<file path="src/rtl/nbbpu_mem_if.sv">
// Single shared memory port of the NBBPU core, carrying both instruction fetch and load/store traffic.
`timescale 1ns/1ps
interface nbbpu_mem_if;
   logic        mem_req;
   logic        mem_we;
   logic [15:0] mem_addr;
   logic [15:0] mem_wdata;
   logic [15:0] mem_rdata;
   logic        mem_ack;

   modport master (
      output mem_req, mem_we, mem_addr, mem_wdata,
      input  mem_rdata, mem_ack
   );

   modport slave (
      input  mem_req, mem_we, mem_addr, mem_wdata,
      output mem_rdata, mem_ack
   );
endinterface

</file>
<file path="src/rtl/nbbpu_controller.sv">
// Multi-cycle fetch/execute/memory/writeback sequencer for the NBBPU core.
// Define NBBPU_CTRL_HALT_EN to make op 1011 stop the core in a HALT state until reset.
`timescale 1ns/1ps
module nbbpu_controller #(
   parameter logic [15:0] RESET_PC = 16'h0000
) (
   input  logic               clock,
   input  logic               reset,
   input  logic               run,
   nbbpu_mem_if.master        mem,
   output logic [15:0]        instruction,
   output logic [15:0]        PC,
   output logic [15:0]        read_data,
   output logic [3:0]         x_sel,
   output logic [3:0]         y_sel,
   output logic [3:0]         z_sel,
   input  logic [15:0]        X,
   input  logic [15:0]        Y,
   input  logic [15:0]        Z,
   output logic               reg_we,
   output logic               halted
);

`ifdef NBBPU_CTRL_HALT_EN
   typedef enum logic [2:0] {
      S_IDLE,
      S_FETCH,
      S_EXECUTE,
      S_MEMORY,
      S_WRITEBACK,
      S_HALT
   } state_t;
`else
   typedef enum logic [2:0] {
      S_IDLE,
      S_FETCH,
      S_EXECUTE,
      S_MEMORY,
      S_WRITEBACK
   } state_t;
`endif

   state_t      state;
   logic [3:0]  op;
   logic        is_mem;
   logic        is_store;
   logic        wb_reg_we;
   logic [15:0] next_pc;
   logic        unused_z;

   assign op       = instruction[15:12];
   assign is_mem   = (op == 4'hC) || (op == 4'hD);
   assign is_store = (op == 4'hD);
   assign unused_z = ^Z[15:1];

   // Byte-set ops modify their destination in place, so port X reads rz instead of rx.
   always_comb begin
      x_sel = instruction[11:8];
      if ((op == 4'hE) || (op == 4'hF)) begin
         x_sel = instruction[3:0];
      end
   end

   assign y_sel = instruction[7:4];
   assign z_sel = instruction[3:0];

   always_comb begin
      wb_reg_we = 1'b1;
      case (op)
         4'h9, 4'hA, 4'hB, 4'hD: wb_reg_we = 1'b0;
         default:                wb_reg_we = 1'b1;
      endcase
   end

   // Jump always redirects; conditional branches redirect when the ALU reports the condition in Z[0].
   always_comb begin
      next_pc = PC + 16'd1;
      if (op == 4'h8) begin
         next_pc = X;
      end else if (((op == 4'h9) || (op == 4'hA)) && Z[0]) begin
         next_pc = X;
      end
   end

`ifndef NBBPU_CTRL_HALT_EN
   assign halted = 1'b0;
`endif

   always_ff @(posedge clock or negedge reset) begin
      if (!reset) begin
         state         <= S_IDLE;
         PC            <= RESET_PC;
         instruction   <= 16'h0000;
         read_data     <= 16'h0000;
         mem.mem_req   <= 1'b0;
         mem.mem_we    <= 1'b0;
         mem.mem_addr  <= 16'h0000;
         mem.mem_wdata <= 16'h0000;
         reg_we        <= 1'b0;
`ifdef NBBPU_CTRL_HALT_EN
         halted        <= 1'b0;
`endif
      end else begin
         reg_we <= 1'b0;
         case (state)
            S_IDLE: begin
               if (run) begin
                  state        <= S_FETCH;
                  mem.mem_req  <= 1'b1;
                  mem.mem_we   <= 1'b0;
                  mem.mem_addr <= PC;
               end
            end
            S_FETCH: begin
               if (mem.mem_ack) begin
                  instruction <= mem.mem_rdata;
                  mem.mem_req <= 1'b0;
                  state       <= S_EXECUTE;
               end
            end
            S_EXECUTE: begin
               if (is_mem) begin
                  state         <= S_MEMORY;
                  mem.mem_req   <= 1'b1;
                  mem.mem_we    <= is_store;
                  mem.mem_addr  <= X;
                  mem.mem_wdata <= Y;
`ifdef NBBPU_CTRL_HALT_EN
               end else if (op == 4'hB) begin
                  state  <= S_HALT;
                  halted <= 1'b1;
`endif
               end else begin
                  state  <= S_WRITEBACK;
                  reg_we <= wb_reg_we;
               end
            end
            S_MEMORY: begin
               if (mem.mem_ack) begin
                  if (!is_store) begin
                     read_data <= mem.mem_rdata;
                  end
                  mem.mem_req <= 1'b0;
                  mem.mem_we  <= 1'b0;
                  state       <= S_WRITEBACK;
                  reg_we      <= wb_reg_we;
               end
            end
            S_WRITEBACK: begin
               PC <= next_pc;
               if (run) begin
                  state        <= S_FETCH;
                  mem.mem_req  <= 1'b1;
                  mem.mem_we   <= 1'b0;
                  mem.mem_addr <= next_pc;
               end else begin
                  state <= S_IDLE;
               end
            end
`ifdef NBBPU_CTRL_HALT_EN
            S_HALT: begin
               state <= S_HALT;
            end
`endif
            default: begin
               state <= S_IDLE;
            end
         endcase
      end
   end

endmodule

</file>
<file path="src/flat_wrapper.sv">
// flat-port wrapper written by rule: the top's interface ports become plain ports
module nbbpu_controller_flat 
#(
   parameter logic [15:0] RESET_PC = 16'h0000
)
  (clock, reset, run, instruction, PC, read_data, x_sel, y_sel, z_sel, X, Y, Z, reg_we, halted, mem_mem_req, mem_mem_we, mem_mem_addr, mem_mem_wdata, mem_mem_rdata, mem_mem_ack);
  nbbpu_mem_if mem_i ();
  input  logic clock;
  input  logic reset;
  input  logic run;
  output logic [15:0] instruction;
  output logic [15:0] PC;
  output logic [15:0] read_data;
  output logic [3:0] x_sel;
  output logic [3:0] y_sel;
  output logic [3:0] z_sel;
  input  logic [15:0] X;
  input  logic [15:0] Y;
  input  logic [15:0] Z;
  output logic reg_we;
  output logic halted;
  output wire logic [$bits(mem_i.mem_req)-1:0] mem_mem_req;
  output wire logic [$bits(mem_i.mem_we)-1:0] mem_mem_we;
  output wire logic [$bits(mem_i.mem_addr)-1:0] mem_mem_addr;
  output wire logic [$bits(mem_i.mem_wdata)-1:0] mem_mem_wdata;
  input wire logic [$bits(mem_i.mem_rdata)-1:0] mem_mem_rdata;
  input wire logic [$bits(mem_i.mem_ack)-1:0] mem_mem_ack;
  assign mem_mem_req = mem_i.mem_req;
  assign mem_mem_we = mem_i.mem_we;
  assign mem_mem_addr = mem_i.mem_addr;
  assign mem_mem_wdata = mem_i.mem_wdata;
  assign mem_i.mem_rdata = mem_mem_rdata;
  assign mem_i.mem_ack = mem_mem_ack;
  nbbpu_controller #(.RESET_PC(RESET_PC)) u_core (.clock(clock), .reset(reset), .run(run), .mem(mem_i), .instruction(instruction), .PC(PC), .read_data(read_data), .x_sel(x_sel), .y_sel(y_sel), .z_sel(z_sel), .X(X), .Y(Y), .Z(Z), .reg_we(reg_we), .halted(halted));
endmodule
</file>
<file path="config.mk">
export PLATFORM = sky130hd
export DESIGN_NAME = nbbpu_controller_flat
export DESIGN_NICKNAME = d
export VERILOG_FILES = /design/src/rtl/nbbpu_mem_if.sv /design/src/rtl/nbbpu_controller.sv /design/src/flat_wrapper.sv
export SDC_FILE = /design/constraint.sdc
export NUM_CORES = 1
export LEC_CHECK = 0
export BUFFER_PORTS_ARGS = -buffer_cell sky130_fd_sc_hd__buf_2
export CAP_MARGIN = 10
export CORE_UTILIZATION = 50
export CTS_CLUSTER_SIZE = 16
export DETAILED_ROUTE_END_ITERATION = 8
export GPL_TIMING_DRIVEN = 1
export PLACE_DENSITY_LB_ADDON = 0.15
export RECOVER_POWER = 25
export SLEW_MARGIN = 20
export SYNTH_ARGS = -nofsm -noshare
export SYNTH_HDL_FRONTEND = slang
export SYNTH_SLANG_ARGS = --single-unit
export TNS_END_PERCENT = 5
</file>
<file path="constraint.sdc">
create_clock -name clock -period 2.4 [get_ports clock]
set_clock_uncertainty 0.1 [all_clocks]
set_input_delay 0.12 -clock clock [delete_from_list [all_inputs] [get_ports clock]]
set_output_delay 0.12 -clock clock [all_outputs]
set_load 0.01 [all_outputs]
</file>
# == After elaboration in Yosys (flattened, before gate mapping) ==
# Cells that the tools add are included.
# op_classes
bitwise,1
add_sub_neg,1
n_eq_ne,19
n_reduce_logical,18
n_mux,24
# ops
cell,count
$mux 16,5
$pmux 16 s3,1
$eq 4x4->1 const B,8
$add 16x1->16 const B,1
$pmux 3 s5,1
$mux 3,4
$reduce_and 4->1,3
$mux 1,9
$reduce_bool 3->1,3
$ne 2x2->1 const B,4
$eq 3x2->1 const B,2
$ne 2x1->1 const B,3
$pmux 1 s3,2
$reduce_and 3->1,2
$mux 4,1
$reduce_and 2->1,2
$reduce_or 2->1,2
$reduce_or 4->1,1
$eq 3x1->1 const B,1
$eq 3x3->1 const B,1
$logic_not 3->1,1
$logic_or 1x1->1,3
$pmux 1 s2,1
$logic_and 1x1->1,1
$not 1->1,1
# totals
out_inout_bits,96
elab_cells,72
inputBits,68
regBits,86

# == Longest topological paths before layout ==
# depth
word_depth,7
ltp_mapped,7
depth_no_buf,6

# == Worst setup path before layout ==
# No wires, ideal clock.
# synth_path
path_kind,reg2reg
from,reg u_core.PC[4]
to,reg u_core.mem.mem_addr[15]
required_ns,2.208
arrival_time_ns,1.600
path_slack_ns,0.609
path_buffers,1
path_stages_with_launch,7
period_less_slack_ns,1.791
setup_ns,0.092
path_cell_list,dfrtp_1 > clkbuf_8 > nand4_4 > or4_4 > xnor2_2 > nor2_1 > o31ai_2
# synth_via
elab_chain_len,5
# synth_lines
item,line,rtl
"start, declared",nbbpu_controller.sv:12,"output logic [15:0] PC,"
"start signal, assigned",nbbpu_controller.sv:150,PC <= next_pc;
$add 16x1->16,nbbpu_controller.sv:77,next_pc = PC + 16'd1;
$mux 16,nbbpu_controller.sv:80,end else if (((op == 4'h9) || (op == 4'hA)) && Z[0]) begin
$mux 16,nbbpu_controller.sv:78,if (op == 4'h8) begin
$mux 16,nbbpu_controller.sv:151,if (run) begin
$pmux 16 s3,nbbpu_controller.sv:105,case (state)
"end signal, assigned",nbbpu_controller.sv:155,mem.mem_addr <= next_pc;
"end, declared",nbbpu_mem_if.sv:12,"output mem_req, mem_we, mem_addr, mem_wdata,"
# No other way between the ends. The select of a mux whose other input is x is not followed.
# A chain may end at the register's enable or synchronous reset.

# == Final worst setup path ==
# layout_path
from,reg u_core.state[1]
to,reg u_core.mem.mem_addr[15]
# layout_via
elab_chain_len,3
elab_cells_between_ends,9
classes_between,eq/ne (5); mux (1); reduce/logical (3)
# layout_lines
item,line,rtl
"start, declared",nbbpu_controller.sv:43,state_t state;
"start signal, assigned",nbbpu_controller.sv:91,state <= S_IDLE;
"start signal, assigned",nbbpu_controller.sv:108,state <= S_FETCH;
"start signal, assigned",nbbpu_controller.sv:118,state <= S_EXECUTE;
"$eq 3x2->1, or another cell as far along",nbbpu_controller.sv:105,
"$ne 2x1->1 (no source line), or another cell as far along",n/a,
$reduce_and 4->1 (no source line),n/a,
# Several ways; a longest one is shown, not always the timed one.

==> metrics.cfg <==
[clock_network]
cts_tree = done
cts_root_buf = clkbuf_8
numCtsBuffers = 9
clk_latency_ns = 0.36
clockBufferDepth = 2
cts_setup_buffers = 0
h-tree-depth = 3
cts_resized = 0
clock_sinks = 86
cts.clk_slew.worst_paths_ns = 0.10

[synthesis]
netlist.area_leader.share = 0.482
mappedNetlistArea_um2 = 4460
yosysWarnings = 0
ys_seq_elements = 86
synth_edf_count = 0
synth-main-ff-cell = dfrtp_1
yosysUniqueCellTypes = 64
syn_avg_cell_area_um2 = 11.3
syn_inst = 396
synth.net_count = 465
yosysSeqAreaShare = 0.482
ys_top_cells_by_area = dfrtp_1 (48%), mux2_2 (13%), a22o_1 (3.3%), o21ai_0 (2.7%), buf_4 (2.4%)
yosysTopAreaCell = dfrtp_1
async_flop_share = 1.00

[die]
ios = 164
initial_core_util = 0.514
placementRows = 34
die_x_um = 96.5
design.core.area_um2 = 8680
die_y_um = 96.5
die_area_um2 = 9300

[sta]
timing.final.crit_period_ns = 2.08
report.final.slew_viol_count = 0
fmax_mhz = 480
finalHoldViolations = 0
relSlewSlack = 0.194
post-route-period-util = 0.868
worst_slew_pin_slew_ns = 1.21
rsz0062_at_grt = false
tns_ns = 0
setup_violations = 0

[setup_path]
crit_path_start_kind = flip-flop
critical_path.top_delay_family = compound AO/OA/AOI/OAI gates
r2r-end = u_core.mem.mem_addr[15]$_DFFE_PN0P_
critical_path_class = flip-flop to flip-flop
reg2reg_from = u_core.state[1]$_DFFE_PN0P_
path_cells = or3b_4, o21a_1, a221o_1, o21ai_1, o31ai_2
path_max_fanout = 14
worstPathRequired_ns = 2.54
critPathArrivalTime_ns = 2.23
worst_path_largest_cell_delay_ns = 0.47
worst_path_max_delay_cell = dfrtp_1
crit_buf_inv = 0
end_kind = flip-flop
path_depth = 5
r2r_cells = 5
ff2ff_setup_slack_ns = 0.32

[run]
maxCapViolCount = 0

[routing]
drt-met1-wl_mm = 5.10
dr_wl_met2_mm = 5.80
via_per_inst = 5.68
first_pass_iters = 4
highest_layer = met4
wirelength_mm = 11.9
wl_per_cell_um = 17.4
first_iter_violations = 141
drtAntennaViolNets = 0
wl_met3_um = 748
vias = 3879
drc_errors = 0

[run_status]
status = completed

[place]
io_buffers = 147
place_hpwl_mm = 7.94
routabilityCongestion = 0.909
placed_area_um2 = 5210

[cells_and_area]
layout-drive-gt1-share = 0.395
seq_area_um2 = 2150
fill_cells = 737
diodes = 0
final_nets = 639
syn2layout_area_growth_pct = 30.0
multi_input_area_um2 = 2030
design_area_um2 = 5800

[global_routing]
grt_pass1_wl_mm = 19.0
grt_pass1_vias = 3833
antenna_found_initial = 0
track_usage = 0.272
grt_max_degree = 46
grt-ovfl-total = 0

[power]
power_density_nw_per_um2 = 1380
internal-power_mw = 4.61
p_leak_nw = 2.65
p_clk_frac = 0.145
p_sw_frac = 0.424
power.share.combinational = 0.500
vdd_drop_max_mv = 0.702
p_switching_mw = 3.39
seq_power_share = 0.355

[worst_hold_path]
min_path_type = primary input to flip-flop
worst_hold_path.endpoint = u_core.mem.mem_addr[1]$_DFFE_PN0P_
min_from = X[1]
hold_path_depth = 3

-- power by group through the flow --
stage	logic (mW)	clock network, mW	registers, mW
floorplan	2.53	0	2.97
global placement	3.94	0	2.80
detailed placement	4.02	0	2.84
CTS	4.07	1.18	2.82
global route	4.41	1.23	2.95
finish	4.01	1.16	2.84
-- area by class of cell --
| cell class | count | share of cell area |
|---|---|---|
| Timing Repair Buffer | 204 | 0.215 |
| Inverter | 3 | 0.00194 |
| Clock inverter | 5 | 0.0142 |
| Tap cell | 108 | 0.0233 |
| Multi-Input combinational cell | 266 | 0.350 |
| Sequential cell | 86 | 0.371 |
| Clock buffer | 11 | 0.0244 |
-- worst max path at each step --
stage | slack (ns) | start | to
floorplan | 0.61 | u_core.PC[4]$_DFFE_PN0N_ | u_core.mem.mem_addr[15]$_DFFE_PN0P_
global placement | 0.36 | u_core.state[0]$_DFFE_PN0P_ | u_core.mem.mem_addr[15]$_DFFE_PN0P_
detailed placement | 0.34 | u_core.state[0]$_DFFE_PN0P_ | u_core.mem.mem_addr[15]$_DFFE_PN0P_
CTS | 0.34 | u_core.state[0]$_DFFE_PN0P_ | u_core.mem.mem_addr[15]$_DFFE_PN0P_
global route | 0.24 | u_core.PC[0]$_DFFE_PN0N_ | u_core.PC[14]$_DFFE_PN0N_
finish | 0.32 | u_core.state[1]$_DFFE_PN0P_ | u_core.mem.mem_addr[15]$_DFFE_PN0P_
-- worst register-to-register path: cells and delay by family (launching register included) --
family | cells | cell delay [ns]
compound gates | 4 | 0.97
flops | 1 | 0.47
simple gates | 1 | 0.43
-- routing by layer --
metal  GRT usage  vias to the layer above
met5           0                        -
met4       0.119                        0
met3      0.0485                       22
met2       0.449                      139
met1       0.351                     1931
li1            -                     1787
-- what timing repair did --
| action | 4_1_cts | 5_1_grt |
|---|---|---|
| hold buffers | 40 | 0 |
| setup endpoints to repair | 0 | 0 |
| endpoints found under the hold margin | 99 | 0 |
-- kinds of logic after synthesis --
family,Yosys count,synth area share
compound gates,100,0.164
simple gates,91,0.110
flops,86,0.482
mux,60,0.150
buf+inv,44,0.0625
xor+xnor,12,0.0252
fa+ha+maj,2,0.00533
other cells,1,0.000841
-- cell usage after synthesis (all sizes together), types with 5 or more instances --
cell     n
o211ai   7
nand3    8
nor3     5
a21oi   11
clkbuf  11
mux2i    7
xor2     7
nor2    26
dfrtp   86
a221oi  10
mux2    53
xnor2    5
nand4    5
nand2   26
o21ai   27
o31ai    5
a22o    18
buf     30
-- per-stage QoR --
step	hold slack, ns	setup slack [ns]	total power, mW	utilization	instances
final	0.0129	0.317	8.00	0.668	683
after global routing	0.0170	0.244	8.59	0.668	683
after CTS	0.000637	0.336	8.08	0.672	683
after detailed placement	0.0723	0.338	6.86	0.600	627
after global placement	0.0718	0.365	6.74	0.600	627
after floorplan	-0.276	0.609	5.50	-	396
-- cells in the final DEF (no fill, tap or decap), types with 3 or more instances in the layout --
cell,instances
inv_1,3
nand2b_1,3
mux2i_1,7
mux2_2,53
nand3_1,6
buf_4,16
xnor2_1,4
nor2_1,23
buf_2,124
o21a_1,3
o21ai_0,24
nand2_1,25
o31ai_1,4
dfrtp_1,86
clkbuf_1,23
o211ai_1,7
a221oi_1,8
xor2_1,7
clkbuf_8,10
nand4_1,4
nor3_1,5
o22ai_1,3
or3_1,3
a22o_1,17
a21oi_1,11
nor2_2,3
dlygate4sd3_1,40
o32ai_1,3
-- registers in the layout, summed over array words and instances (netlist names) --
signal,flops
u_core.PC,16
u_core.instruction,16
u_core.mem.mem_addr,16
u_core.mem.mem_req,1
u_core.mem.mem_wdata,16
u_core.mem.mem_we,1
u_core.read_data,16
u_core.reg_we,1
u_core.state,3
(Power assumes the default switching activity.)
